===== config.mk =====
export PLATFORM = sky130hd
export DESIGN_NAME = svi_reg_arbiter
export DESIGN_NICKNAME = d
export VERILOG_FILES = /design/src/rtl/svi_reg_arbiter.sv
export SDC_FILE = /design/constraint.sdc
export NUM_CORES = 1
export LEC_CHECK = 0
export CAP_MARGIN = 15
export CORE_MARGIN = 3
export CORE_UTILIZATION = 54
export DETAILED_ROUTE_END_ITERATION = 16
export GPL_ROUTABILITY_DRIVEN = 0
export GPL_TIMING_DRIVEN = 0
export PLACE_DENSITY = 0.85
export SYNTH_ARGS = -nofsm -noshare
export SYNTH_HDL_FRONTEND = slang
export SYNTH_SLANG_ARGS = --single-unit

===== constraint.sdc =====
create_clock -name i_clk -period 4.7 [get_ports i_clk]
set_input_delay 0.47 -clock i_clk [delete_from_list [all_inputs] [get_ports i_clk]]
set_output_delay 0.47 -clock i_clk [all_outputs]
set_load 0.05 [all_outputs]

===== src/rtl/svi_reg_arbiter.sv =====
// Round-robin arbiter that lets NREQ requesters write a shared 3-bit {z,y,x}
// register. A requester can lock the grant, and the lock is released if the owner stays idle too long.
module svi_reg_arbiter #(
   parameter int NREQ         = 3,
   parameter int LOCK_TIMEOUT = 16
) (
   input  logic                    i_clk,
   input  logic                    i_arst,
   input  logic                    i_srst,
   input  logic [NREQ-1:0]         i_req_valid,
   input  logic [NREQ-1:0]         i_req_lock,
   input  logic [3*NREQ-1:0]       i_req_data,
   input  logic [3*NREQ-1:0]       i_req_mask,
   output logic [NREQ-1:0]         o_req_ready,
   output logic                    o_z,
   output logic                    o_y,
   output logic                    o_x,
   output logic [$clog2(NREQ)-1:0] o_grant_idx,
   output logic                    o_busy,
   output logic                    o_timeout,
   output logic [7:0]              o_wr_count
);

   // state     | meaning
   // ST_ARB    | round-robin arbitration starting at ptr
   // ST_LOCKED | only owner may write; idle cycles counted toward forced release
   localparam logic [0:0] ST_ARB    = 1'b0;
   localparam logic [0:0] ST_LOCKED = 1'b1;

   localparam int         IW        = $clog2(NREQ);
   localparam logic [7:0] IDLE_LAST = 8'(LOCK_TIMEOUT - 1);

   logic [0:0]    state;
   logic [IW-1:0] owner;
   logic [IW-1:0] ptr;
   logic [7:0]    idle_cnt;

   logic [NREQ-1:0] ready_c;
   logic            found;
   int              idx;

   logic            acc_vld;
   logic [IW-1:0]   acc_idx;
   logic            acc_lock;
   logic [2:0]      acc_data;
   logic [2:0]      acc_mask;

   function automatic logic [IW-1:0] next_idx(input logic [IW-1:0] k);
      if (int'(k) == NREQ - 1) return '0;
      else                     return k + 1'b1;
   endfunction

   always_comb begin
      ready_c = '0;
      found   = 1'b0;
      idx     = 0;
      if (!i_srst) begin
         if (state == ST_LOCKED) begin
            ready_c[owner] = i_req_valid[owner];
         end else begin
            for (int i = 0; i < NREQ; i++) begin
               idx = int'(ptr) + i;
               if (idx >= NREQ) idx = idx - NREQ;
               if (!found && i_req_valid[idx]) begin
                  found        = 1'b1;
                  ready_c[idx] = 1'b1;
               end
            end
         end
      end
   end

   assign o_req_ready = ready_c;
   assign o_busy      = (state == ST_LOCKED);

   always_comb begin
      acc_vld  = 1'b0;
      acc_idx  = '0;
      acc_lock = 1'b0;
      acc_data = '0;
      acc_mask = '0;
      for (int k = 0; k < NREQ; k++) begin
         if (ready_c[k] && i_req_valid[k]) begin
            acc_vld  = 1'b1;
            acc_idx  = IW'(k);
            acc_lock = i_req_lock[k];
            acc_data = i_req_data[3*k +: 3];
            acc_mask = i_req_mask[3*k +: 3];
         end
      end
   end

   always_ff @(posedge i_clk or posedge i_arst) begin
      if (i_arst) begin
         state       <= ST_ARB;
         owner       <= '0;
         ptr         <= '0;
         idle_cnt    <= '0;
         o_z         <= 1'b0;
         o_y         <= 1'b0;
         o_x         <= 1'b0;
         o_grant_idx <= '0;
         o_timeout   <= 1'b0;
         o_wr_count  <= '0;
      end else if (i_srst) begin
         state       <= ST_ARB;
         owner       <= '0;
         ptr         <= '0;
         idle_cnt    <= '0;
         o_z         <= 1'b0;
         o_y         <= 1'b0;
         o_x         <= 1'b0;
         o_grant_idx <= '0;
         o_timeout   <= 1'b0;
         o_wr_count  <= '0;
      end else begin
         o_timeout <= 1'b0;
         if (acc_vld) begin
            if (acc_mask[2]) o_z <= acc_data[2];
            if (acc_mask[1]) o_y <= acc_data[1];
            if (acc_mask[0]) o_x <= acc_data[0];
            o_grant_idx <= acc_idx;
            o_wr_count  <= o_wr_count + 8'd1;
         end
         case (state)
            ST_ARB: begin
               if (acc_vld) begin
                  if (acc_lock) begin
                     state    <= ST_LOCKED;
                     owner    <= acc_idx;
                     idle_cnt <= '0;
                  end else begin
                     ptr <= next_idx(acc_idx);
                  end
               end
            end
            default: begin
               // In LOCKED any accepted beat is necessarily the owner's
               if (acc_vld) begin
                  idle_cnt <= '0;
                  if (!acc_lock) begin
                     state <= ST_ARB;
                     ptr   <= next_idx(owner);
                  end
               end else if (idle_cnt == IDLE_LAST) begin
                  state     <= ST_ARB;
                  ptr       <= next_idx(owner);
                  idle_cnt  <= '0;
                  o_timeout <= 1'b1;
               end else begin
                  idle_cnt <= idle_cnt + 8'd1;
               end
            end
         endcase
      end
   end

endmodule


==> metrics, run 1 <==
share of layout cells above drive strength 1=roughly 4.8%; CTS Sinks=27; Sw Share=roughly half; syn avg cell area=roughly 8.6 um^2; Root Driver=clkbuf_4; routed wire length=just under 5000 um; cell row count=21; Pins Over Slew Limit=0; DP HPWL=~3600 um; Setup TNS=0 ns; FF+latch count, synth=27; syn_nets=between 200 and 300; CTS tree=built; post-route cell area=around 2500 um^2; Max clock buf depth=2; CTS buffer count=3; IO Count=45; Final min period=between 3 and 4 ns; RSZ-0062 raised after global routing=false; number of buffers and inverters on the critical path=4; Clock Skews=about 0.019 ns; area post-placement=roughly 2400 um^2; ys async rst share=100%; critical path's largest stage delay=slightly above 0.8 ns; Post-synth EDFFs=0; Via density=5.93; Power Density=between 400 and 500 nW/um^2; crit path kind=flop to primary output; cts repair resizes=0; Die Ht=between 60 and 70 um; Nets=slightly above 300; Sequential cell area=slightly below 700 um^2; Syn-to-layout area delta=28.1%; die width=65.8 um; vias=~1,900; clock-pin slew on the worst setup and hold paths=roughly 0.16 ns; number of global-route vias before repair=between 1,500 and 2,000; diode count=0; filler instances=around 250; Critical Path RT=between 4 and 5 ns; total congestion overflow=0; relative slew slack=roughly 28%; initial antenna violation count=0; Pre-antenna DRT Iters=4; Yosys top cell area share=between 30% and 40%; Syn Inst Count=between 200 and 250; Worst Setup End Kind=primary output; DRC viols=0; crit-path cells=inv_1 -> ha_1 -> buf_2 -> nand2_1 -> or4_1 -> a311oi_1 -> nor2_1 -> clkinv_1 -> clkdlybuf4s50_1; Worst-Margin Slew=approximately 1.1 ns; hold buffer count at CTS=0; Crit path max-delay family=buffers and inverters; post-CTS setup buffers=0; largest net degree at the start of global routing=28; dominant synthesized flop cell=dfrtp_1; P_int=approximately 560 uW; core area=3390 um^2; worst-path fanout max=10; GRT Overall Usage=23.2%; CP Launch Type=flop; yosys warns=0; H-tree depth=1; die area=approximately 4300 um^2; First DRT Iteration DRCs=~140; sequential power share=28.4%; post-synthesis sequential area ratio=a little over a third; antenna viol nets, final=0; CP arrival=3.44 ns; Setup Viol. Count Final=0; min-delay worst type=input pin to async pin; Final Hold Fails=0; status=completed; VDD IR max=between 0.4 and 0.5 mV; Initial Utilization=56.9%; Synth area leader=dfrtp_1; max-cap viol count=0; Achievable Freq=256 MHz; Psw=between 500 and 600 uW; slowest CP cell=clkdlybuf4s50_1; Synth cell types=54; clk_lat worst skew=~0.33 ns; Port Buffer Count=43; Leakage=between 0.001 and 0.0015 uW; post-detailed-route wirelength per cell=15.2 um; Period Utilization, post-route=between 80% and 90%; combinational share of power=between 60 and 70%; synth top area cells=dfrtp_1 (35%), nor2_1 (4.3%), ha_1 (3.9%), inv_1 (3.9%), o21ai_0 (3.6%); Mapped Area=just under 2000 um^2; global-route wire length before repair=just under 8000 um; Multi-input gate area=1120 um^2; Clock power frac=9.4%
-- state kept, by name, summed over array words and instances (netlist names) --
| signal | flops |
|---|---|
| idle_cnt | 8 |
| o_wr_count | 8 |
| o_grant_idx | 2 |
| owner | 2 |
| ptr | 2 |
| o_busy | 1 |
| o_timeout | 1 |
| o_x | 1 |
| o_y | 1 |
| o_z | 1 |
-- cell usage after synthesis (3+ instances only) --
cell	count
a211o_1	3
a21oi_1	8
a2bb2oi_1	3
a311o_1	3
a311oi_1	3
a31oi_1	6
clkbuf_1	9
dfrtp_1	27
ha_1	6
inv_1	20
mux2i_1	3
nand2_1	14
nand2b_1	4
nand3_1	11
nand3b_1	5
nor2_1	22
nor3_1	4
o211ai_1	3
o21a_1	3
o21ai_0	14
o31ai_1	3
or3_1	6
xnor2_1	4
xor2_1	3
-- power groups by stage --
stage          Combinational [uW]  Sequential, uW  Clock (uW)
6_report                      678             309         103
5_1_grt                       738             315         115
4_1_cts                       672             308         105
3_5_place_dp                  669             312           0
3_3_place_gp                  656             310           0
2_1_floorplan                 394             398           0
-- final timing paths --
kind                                       end           start  cells past startpoint  slack [ns]
worst max-delay path            o_req_ready[1]          ptr[0]                      9        0.79
worst min-delay path                       o_y          i_arst                      2        0.43
worst max register to register     idle_cnt[4]          ptr[0]                     11        0.96
worst min register to register  o_grant_idx[0]  o_grant_idx[0]                      2        0.56
max in group asynchronous       o_grant_idx[1]          i_arst                      3        3.81
min in group i_clk              o_grant_idx[0]  o_grant_idx[0]                      2        0.56
-- metrics by stage --
stage	total power, uW	setup slack, ns	utilization (%)	hold slack (ns)	cells
after CTS	1080	0.819	72.1	0.548	318
after global routing	1170	0.536	72.9	0.434	319
after global placement	966	1.05	71.3	0.493	314
after floorplan	791	1.50	-	0.523	225
final	1090	0.791	72.9	0.429	319
after detailed placement	981	1.00	71.3	0.514	314
-- logic make-up after synthesis --
kind of cell	Yosys count	share of synthesized area, %
AOI/OAI and AO/OA	64	24.5
muxes	6	3.70
and+or+nand+nor	83	23.0
adders and majority gates	6	3.89
buffers and inverters	32	6.68
DFF	27	35.0
xor gates and xnor gates	7	3.18
-- layout by cell type (no fill, tap or decap), drive strengths merged, types with 3 or more instances in the layout --
master and count:
nand3b 5, o21ai 15, nor2 22, mux2 3, ha 6, inv 20
clkbuf 13, a211o 3, xor2 3, a311o 3, and2 3, o211ai 3
nand2 14, nand2b 4, a21oi 8, a31oi 6, buf 3, dfrtp 27
a311oi 3, xnor2 4, a2bb2oi 3, a211oi 3, mux2i 3, clkdlybuf4s50 43
nand3 11, o31ai 3, or3 6, and3 3, nor3 4, o21a 3
-- worst register-to-register path: stages, from the launching register on --
cell	delay [ns]
dfrtp_1	0.40
inv_1	0.09
ha_1	0.31
buf_2	0.23
a22o_1	0.18
a211oi_1	0.07
o2111a_1	0.28
nor2_1	0.32
nor4bb_1	0.89
nand2_1	0.33
a2bb2oi_1	0.28
nor4_1	0.30
-- per-layer routing --
metal,routed length [um],vias up,track usage (%),part of all wire (%)
met5,0,-,0,0
met4,27,0,4.15,0.56
met3,360,4,4.76,7.4
met2,2340,79,38.4,48
met1,2110,886,31.6,44
li1,-,924,-,-
-- layout make-up --
class,instances,share of cell area [%]
well taps,46,2.33
plain buffers,11,2.03
multi-input cells,166,45.5
repair buffers,44,18.5
flip-flops and latches,27,27.3
clock buffers,4,1.06
inverters,21,3.19
Note: power is estimated with default switching activity, not from simulation.
==> inputs of run 2 (changes only) <==
Settings changed: CORE_UTILIZATION 54 to 50, PLACE_DENSITY 0.85 to 0.8.
Clock period 4.7 ns to 3.8 ns, I/O delays scaled along.
==> run 2 against run 1 <==
  * Clock skew down 0.012 ns
  * Sequential cell count unchanged
  * Utilization down 1.9 points
  * Total power up 26%
  * Combinational power up 23%
  * Non-clock buffer count unchanged
  * Setup slack worse by 0.45 ns
  * Die area up 7.3%
  * Global-route usage down 2.4 points
  * Critical endpoint is now idle_cnt[4]
  * Highest routed layer unchanged
==> metrics, run 2 (synthesis gave the netlist of run 1 again) <==
Clock Skews=around 0.0068 ns; largest net degree at the start of global routing=28; Via density=5.81; Nets=between 300 and 400; Largest regs=idle_cnt x8, o_wr_count x8; VDD IR max=approximately 0.44 mV; R2R cell count=11; Root Driver=clkbuf_8; total congestion overflow=0; Die Ht=around 70 um; Achievable Freq=around 290 MHz; GRT Overall Usage=a little over a fifth; initial antenna violation count=0; post-CTS setup buffers=0; Final min period=around 3.5 ns; RR Startpoint=ptr[0]; status=completed; RSZ-0062 raised after global routing=false; Final Hold Fails=0; die width=roughly 70 um; DP HPWL=3380 um; vias=about 1,900; number of global-route vias before repair=between 1,500 and 2,000; CP arrival=3.60 ns; RR Endpoint=idle_cnt[4]; die area=~4600 um^2; Leakage=approximately 0.0011 uW; Setup Viol. Count Final=0; final cell count without fillers=about 320; CTS Sinks=27; Critical Path RT=3.94 ns; Port Buffer Count=43; Tot Pwr=~1400 uW; Worst-Margin Slew=around 0.63 ns; hold buffer count at CTS=0; Worst Setup End Kind=flop; Max clock buf depth=2; Setup TNS=0 ns; share of layout cells above drive strength 1=5.13%; CP Launch Type=flop; CTS tree=built; Period Utilization, post-route=between 90% and 100%; Initial Utilization=54.8%; register-to-register setup slack=roughly 0.34 ns; H-tree depth=1; post-detailed-route wirelength per cell=about 14 um; placed cell count=roughly 310; Syn-to-layout area delta=29.5%; DRC viols=0; clock-pin slew on the worst setup and hold paths=0.09 ns; diode count=0; Power Density=about 550 nW/um^2; filler instances=about 290; Pre-antenna DRT Iters=4; min-delay worst type=input pin to async pin; global-route wire length before repair=between 7000 and 8000 um; commonest non-fill, non-tap cell in the layout=clkdlybuf4s50_1; worst-path fanout max=8; antenna viol nets, final=0; clk_lat worst skew=approximately 0.27 ns; crit path kind=flop to flop; Pins Over Slew Limit=0; most frequent cells in the layout=clkdlybuf4s50_1 (42), dfrtp_1 (27), nor2_1 (22), inv_1 (20); CTS buffer count=3; routed wire length=about 4500 um; First DRT Iteration DRCs=~140; cell row count=21; IO Count=45; relative slew slack=a little under three fifths; core area=approximately 3500 um^2; max-cap viol count=0
## run 2: changes by cell type in the layout (fill, tap and decap cells not counted), sizes merged
| cell | previous run | this run |
|---|---|---|
| clkdlybuf4s50 | 43 | 42 |
| dlymetal6s2s | 0 | 1 |
## run 2: worst max-delay path, stage by stage (launching register included)
cell and delay (ns):
dfrtp_1 0.41, inv_1 0.11, ha_1 0.30, mux2_4 0.35, a2111oi_4 0.33, o21ai_1 0.15
a2111o_1 0.45, mux2_4 0.34, and2_0 0.15, clkbuf_1 0.18, a2bb2oi_1 0.44, nor4_1 0.12
## run 2: worst max path at each step
stage | startpoint | end | slack (ns) | cells after the start
global route | ptr[1] | idle_cnt[4] | 0.08 | 10
finish | ptr[0] | idle_cnt[4] | 0.34 | 11
global placement | i_req_valid[1] | idle_cnt[4] | 0.24 | 9
detailed placement | i_req_valid[0] | idle_cnt[4] | 0.17 | 9
floorplan | ptr[0] | idle_cnt[5] | 0.60 | 10
CTS | ptr[0] | o_req_ready[1] | 0.12 | 9
## run 2: layout make-up
cell class                      count  area [um^2]  area share, %
Multi-Input combinational cell    166         1130           45.3
Timing Repair Buffer               44          460           18.4
Buffer                             11         50.0           2.00
Tap cell                           46         57.6           2.30
Clock buffer                        4         45.0           1.80
Sequential cell                    27          676           27.0
Inverter                           21         78.8           3.15
## run 2: power by group
| group | switching [uW] | total, uW | internal (uW) |
|---|---|---|---|
| logic | 520 | 833 | 313 |
| registers | 42.7 | 379 | 337 |
| clock network | 87.6 | 163 | 75.1 |
## run 2: layer usage
layer | GRT usage, % | wire length, um | part of all wire [%]
met3 | 4.43 | 350 | 7.7
met4 | 2.98 | 21 | 0.46
met5 | 0 | 0 | 0
met2 | 34.4 | 1990 | 44
met1 | 28.6 | 2190 | 48
## run 2: per-stage QoR
step | util (%) | hold slack (ns) | instance area [um^2] | setup WS, ns
floorplan | - | 0.433 | 1930 | 0.600
global placement | 68.7 | 0.494 | 2420 | 0.242
detailed placement | 68.7 | 0.500 | 2420 | 0.168
CTS | 69.9 | 0.530 | 2460 | 0.125
global route | 71.0 | 0.342 | 2500 | 0.0784
finish | 71.0 | 0.321 | 2500 | 0.345
## run 2: repair_timing
action | 4_1_cts | 5_1_grt
setup endpoints to repair | 0 | 8
endpoints found under the hold margin | 0 | 0
gates resized for setup | 0 | 2
